===== src/rtl/pipe_stage.sv =====
// pipe_stage: single-slot valid/ready pipeline register with stall, erase
// and a transfer counter.
// Optional feature macro: PIPE_STAGE_SKID_EN adds a one-entry skid register
// so that in_ready depends only on stored state and the stall input, and not
// on out_ready. Without the macro, in_ready is combinational and the stage
// holds at most one payload.
// Clock is `write`; `reset` is asynchronous and active-high.

module pipe_stage #(
    parameter int unsigned     SIZE        = 32,
    parameter logic [SIZE-1:0] RESET_VALUE = '0,
    parameter int unsigned     CNT_W       = 16
) (
    input  logic             write,
    input  logic             reset,
    input  logic [SIZE-1:0]  in,
    input  logic             in_valid,
    output logic             in_ready,
    output logic [SIZE-1:0]  out,
    output logic             out_valid,
    input  logic             out_ready,
    input  logic             stall,
    input  logic             erase,
    output logic [CNT_W-1:0] xfer_count
);

    logic            in_fire;
    logic            out_fire;
    logic [SIZE-1:0] out_n;
    logic            out_valid_n;

    // Stall blocks the output handshake here and blocks the input handshake
    // through in_ready.
    assign out_fire = out_valid && out_ready && !stall;
    assign in_fire  = in_valid && in_ready;

    // Count completed output transfers; erase suppresses the transfer it
    // overrides, so that transfer is not counted.
    always_ff @(posedge write or posedge reset) begin
        if (reset) begin
            xfer_count <= '0;
        end else if (out_fire && !erase) begin
            // NOTE: state registers use non-blocking assignment so that every
            // flop samples pre-edge values, independent of block ordering.
            xfer_count <= xfer_count + CNT_W'(1);
        end
    end

`ifdef PIPE_STAGE_SKID_EN

    logic            skid_valid;
    logic [SIZE-1:0] skid;
    logic            skid_valid_n;
    logic [SIZE-1:0] skid_n;

    // in_ready depends only on the skid flop and stall, never on out_ready.
    assign in_ready = !skid_valid && !stall;

    // Next-state for the output slot and the skid entry.
    always_comb begin
        // NOTE: every variable is given its hold value first so that no path
        // through the branches leaves it unassigned and infers a latch.
        out_n        = out;
        out_valid_n  = out_valid;
        skid_n       = skid;
        skid_valid_n = skid_valid;
        if (erase) begin
            out_n        = RESET_VALUE;
            out_valid_n  = 1'b0;
            skid_valid_n = 1'b0;
        end else if (!out_valid || out_fire) begin
            // The output slot frees this cycle: refill from skid first to keep
            // order, else from the input, else go empty.
            if (skid_valid) begin
                out_n        = skid;
                out_valid_n  = 1'b1;
                skid_valid_n = 1'b0;
            end else if (in_fire) begin
                out_n       = in;
                out_valid_n = 1'b1;
            end else begin
                out_valid_n = 1'b0;
            end
        end else if (in_fire) begin
            // Output is held by backpressure: park the new payload.
            skid_n       = in;
            skid_valid_n = 1'b1;
        end
    end

    // Skid entry storage.
    always_ff @(posedge write or posedge reset) begin
        if (reset) begin
            skid       <= RESET_VALUE;
            skid_valid <= 1'b0;
        end else begin
            skid       <= skid_n;
            skid_valid <= skid_valid_n;
        end
    end

`else

    // Accept when not stalled and the slot is empty or draining this cycle.
    assign in_ready = !stall && (!out_valid || out_ready);

    // Next-state for the single output slot.
    always_comb begin
        out_n       = out;
        out_valid_n = out_valid;
        if (erase) begin
            out_n       = RESET_VALUE;
            out_valid_n = 1'b0;
        end else if (in_fire) begin
            out_n       = in;
            out_valid_n = 1'b1;
        end else if (out_fire) begin
            out_valid_n = 1'b0;
        end
    end

`endif

    // Output slot register.
    always_ff @(posedge write or posedge reset) begin
        if (reset) begin
            out       <= RESET_VALUE;
            out_valid <= 1'b0;
        end else begin
            out       <= out_n;
            out_valid <= out_valid_n;
        end
    end

endmodule


===== config.mk =====
export PLATFORM = sky130hd
export DESIGN_NAME = pipe_stage
export DESIGN_NICKNAME = d
export VERILOG_FILES = /design/src/rtl/pipe_stage.sv
export SDC_FILE = /design/constraint.sdc
export NUM_CORES = 1
export LEC_CHECK = 0
export CAP_MARGIN = 20
export CORE_MARGIN = 2
export CORE_UTILIZATION = 41
export DETAILED_ROUTE_END_ITERATION = 10
export PLACE_DENSITY = 0.79
export REMOVE_ABC_BUFFERS = 1
export SLEW_MARGIN = 40
export SYNTH_ARGS = -nofsm -noshare
export SYNTH_HDL_FRONTEND = slang
export SYNTH_SLANG_ARGS = --single-unit

===== constraint.sdc =====
create_clock -name write -period 2.17 [get_ports write]
set_clock_uncertainty 0.2 [all_clocks]
set_input_delay 0.5425 -clock write [delete_from_list [all_inputs] [get_ports write]]
set_output_delay 0.5425 -clock write [all_outputs]
set_load 0.02 [all_outputs]

# Word-level counts from Yosys, hierarchy flattened
# Index checks and enable logic that the tools add are counted.
[op_classes] n_mux=5 n_reduce_logical=11 shift=0 n_mul=0 bitwise_logic=0 eq_ne=0 addsub=1 div=0 n_lt_le_gt_ge=0
[ops] op="two-way mux 32 bit" n=2
[ops] op="adder 16 x 1 -> 16 bit (second input constant)" n=1
[ops] op="logical AND 1 bit" n=5
[ops] op="zero test 1 bit" n=3
[ops] op="two-way mux 1 bit" n=3
[ops] op="nonzero test 3 bit" n=1
[ops] op="nonzero test 2 bit" n=1
[ops] op="logical OR 1 bit" n=1
[totals] output_inout_bits=50 ram_bits=0 rom_bits=0 elab_cells=20 input_bits=38 memories=0 reg_bits=49 latchBits=0

# Depth between registers and ports, before layout
[logic_depth] depth_word=6 depth_mapped=5 depth_no_buf=4

# Worst setup path after synthesis
# Ideal clock, no wire load.
[synth_timing] kind="input to register" startpoint="input port out_ready" endpoint="register out[0]" t_arrival_ns=1.608 path_stages=5 required_time_ns=1.849 path_buffers=1 setup_ns=0.121 slack_ns=0.241 cell_sequence="inv_1 a21oi_1 a21oi_1 buf_2 a22o_1"
[synth_between] elab_chain_cells=4
[synth_lines] item="start, declared" line="21" rtl="input logic out_ready,"
[synth_lines] item="logical OR 1 bit" line="105" rtl="assign in_ready = !stall && (!out_valid || out_ready);"
[synth_lines] item="logical AND 1 bit" line="105"
[synth_lines] item="named net in_ready" line="18" rtl="output logic in_ready,"
[synth_lines] item="logical AND 1 bit" line="35" rtl="assign in_fire = in_valid && in_ready;"
[synth_lines] item="nonzero test 2 bit (no source line)"
[synth_lines] item="end signal, assigned" line="130" rtl="out <= out_n;"
[synth_lines] item="end, declared" line="19" rtl="output logic [SIZE-1:0] out,"
# The timed path passes the listed nets, and every way through them passes these cells.
# A chain may end at the register's enable or synchronous reset.

# Worst setup path in the final report
[layout_timing] startpoint="input port out_ready" endpoint="output port in_ready"
[layout_between] elab_chain_cells=2
[layout_lines] item="logical OR 1 bit" line="105"
[layout_lines] item="logical AND 1 bit" line="105"
[layout_lines] item="end, declared" line="18"
# Every way passes these cells.

==> impl_metrics.json <==
{
  "status": "complete, no violations",
  "drive_above_1_share_pct": 13.82,
  "cts_root_buf": "clkbuf_8",
  "clock-sinks": 49,
  "combPwrFrac_pct": 19.6,
  "h-tree-depth": 2,
  "fill_cells": 372,
  "cts_setup_buffers": 0,
  "path_delay_family": "buffers and inverters",
  "synth_top_area_cell": "dfrtp_1",
  "cts.hold.buffers_added": 0,
  "netSwitchingFraction_pct": 26.09,
  "worst-slew-pin-transition_ns": 0.3494,
  "leakage_nw": 1.462,
  "place_inst": 292,
  "hold_start": "xfer_count[15]$_DFFE_PP0P_",
  "synth.mux.area_fraction_pct": 0,
  "final_nets": 284,
  "antenna_found_initial": 0,
  "syn_avg_cell_area_um2": 13.80,
  "hold_path_end": "xfer_count[15]$_DFFE_PP0P_",
  "worstPathMaxFanout": 2,
  "synth_commonest_cells": "dfrtp_1, a22o_1, xnor2_1",
  "max_stage_delay_ns": 0.47,
  "slew_headroom_pct": 76.71,
  "ff2ff_path_depth": 5,
  "io_pins": 88,
  "p_seq_share_pct": 53.4,
  "core_area_um2": 4692,
  "syn-instance-count": 143,
  "synth_xor_area_share_pct": 6.658,
  "grt_max_degree": 33,
  "whs_path_depth": 1,
  "setup.worst_path.class": "in2out",
  "synth-simple-area-share_pct": 12.49,
  "wl_um": 4569,
  "fin_crit_ns": 2.123,
  "synth_seq_cells": 49,
  "intPower_mw": 1.392,
  "synth_edf_count": 0,
  "yosysMostFrequentCell": "dfrtp_1",
  "p_sw_uw": 491.4,
  "grt_pass1_wl_um": 7293,
  "grt_setup_unrepaired": "false",
  "setup_violations": 0,
  "critPathArrivalTime_ns": 1.38,
  "hold_class": "reg2reg",
  "max_cap_violations": 0,
  "power.density_nw_per_um2": 605.0,
  "die_y_um": 73.37,
  "peakVddDrop_v": 0.0003409,
  "diodes": 0,
  "start_kind": "input pin",
  "fin_crit_sh_pct": 97.82,
  "fin_hold_ws_ns": 0.2884,
  "synth_top_family_by_area": "compound AO/OA/AOI/OAI gates",
  "layout-area-overhead-vs-synth_pct": 57.77,
  "cts_tree": "done",
  "synth_async_sr_flop_share_pct": 100.0,
  "drt_iter0_drc": 51,
  "clk_pin_slew_worst_paths_ns": 0.08,
  "port_buffers": 87,
  "fmaxAchievable_ghz": 0.4711,
  "overflow": 0,
  "die_area_um2": 5383,
  "gp_congestion": 0.7912,
  "grt_pass1_vias": 1502,
  "cpMaxStageDelayCell": "clkdlybuf4s50_1",
  "synth_area_um2": 1973,
  "grt_util_all_layers_pct": 17.76,
  "end_kind": "output port",
  "synthAdderAreaFrac_pct": 0.6341,
  "ys_seq_area_share_pct": 62.14,
  "vias_per_cell": 5.073,
  "p_clk_share_pct": 26.9,
  "rows": 25,
  "clock_latency_ns": 0.29,
  "ant_nets": 0,
  "cp_num_buf_inv": 3,
  "crit_required_ns": 1.43,
  "synthTopCellsByArea": "dfrtp_1, a22o_1, xnor2_1",
  "drv_slew": 0,
  "r2r_start": "out_valid$_DFFE_PP0P_",
  "synth.distinct_cells": 25,
  "start_util_pct": 42.05,
  "first_pass_iters": 4,
  "vias": 1522,
  "drc": 0,
  "r2r-end": "xfer_count[12]$_DFFE_PP0P_",
  "path_cells": "clkdlybuf4s50_1, inv_1, a21oi_2, buf_4",
  "hold_viol_final": 0,
  "synth-compound-area-share_pct": 15.85,
  "synth_top_area_share_pct": 62.14,
  "yosysWarnings": 0,
  "die_w_um": 73.37,
  "numCtsBuffers": 5,
  "r2r_slack_ns": 0.47,
  "dpl.hpwl_um": 3313,
  "synth_ff_type": "dfrtp_1",
  "wire_per_inst_um": 15.23,
  "cts_buffer_depth": 2,
  "finalNonFillerCells": 300
}
[cells by family (layout without fill, tap and decap cells)]
group           after synthesis  after routing
compound gates               37             37
xor+xnor                     15             15
fa+ha+maj                     1              1
buf+inv                      10            113
flops                        49             49
simple gates                 31             31
[flip-flops by register name (all words and copies together) (netlist names)]
register,cells
xfer_count,16
out,32
out_valid,1
[cells in the final DEF, fill, tap and decap left out]
cell,netlist,final
clkdlybuf4s50_1,0,80
dfrtp_1,49,49
a22o_1,32,32
buf_4,0,13
xnor2_1,8,8
nand2_1,7,7
xor2_1,7,7
clkbuf_8,0,5
nand3_1,4,4
dlymetal6s2s_1,0,4
inv_1,4,3
nand4_1,3,3
nor2_1,3,3
clkbuf_1,1,3
a21oi_2,0,2
nand3_4,2,2
nor4_4,2,2
nor3_2,2,2
nor3_1,2,2
dlygate4sd2_1,0,2
buf_12,0,2
nand2b_1,1,1
a211oi_4,0,1
inv_2,0,1
nand4bb_2,1,1
o21ai_0,1,1
a21oi_1,3,1
and4bb_2,1,1
or2_1,1,1
nor4_2,1,1
or2_4,1,1
ha_1,1,1
[worst max-delay path by stage]
stage / depth (start not counted) / endpoint / start / slack (ns)
2_1_floorplan: 4 / out[0]$_DFFE_PP0P_ / out_ready / -0.46
3_3_place_gp: 4 / in_ready / out_ready / -0.44
3_5_place_dp: 4 / in_ready / out_ready / -0.47
4_1_cts: 4 / in_ready / out_ready / -0.02
5_1_grt: 1 / xfer_count[6] / xfer_count[6]$_DFFE_PP0P_ / 0.008
6_report: 4 / in_ready / out_ready / 0.05
[timing repair]
item	in CTS	in global routing
resized for setup	7	5
pin swaps	0	2
endpoints found under the setup margin	3	5
[power groups by stage]
stage | clock network [mW] | registers, mW | logic [mW]
floorplan | 0 | 1.08 | 0.0923
global placement | 0 | 1.02 | 0.370
detailed placement | 0 | 1.02 | 0.377
CTS | 0.529 | 1.01 | 0.375
global route | 0.569 | 1.01 | 0.397
finish | 0.508 | 1.01 | 0.370
[metrics by stage]
step                      util (%)  instance area, um^2  setup TNS [ns]  setup slack (ns)  power, mW
after floorplan                  -                 1944          -14.77           -0.4614      1.172
after global placement       64.45                 3024          -2.259           -0.4419      1.392
after detailed placement     64.45                 3024          -3.245           -0.4737      1.399
after CTS                    66.05                 3099        -0.01589          -0.01589      1.909
after global routing         66.35                 3113               0          0.007596      1.979
final                        66.35                 3113               0           0.04731      1.883
[final cells by class]
| type | count | area [um^2] | area share, % |
|---|---|---|---|
| Timing Repair Buffer | 101 | 1006 | 32.31 |
| Multi-Input combinational cell | 84 | 718.2 | 23.07 |
| Sequential cell | 49 | 1226 | 39.39 |
| Clock buffer | 8 | 80.08 | 2.572 |
| Inverter | 4 | 15.01 | 0.4823 |
| Tap cell | 54 | 67.56 | 2.170 |
[per-layer routing]
layer | global-route usage [%] | vias up | part of all wire (%)
met2 | 26.93 | 67 | 47
met1 | 22.78 | 727 | 41
met3 | 8.230 | 6 | 11
met5 | 0 | - | 0
li1 | - | 722 | -
met4 | 5.455 | 0 | 1.1
Note: power is estimated with default switching activity, not from simulation.
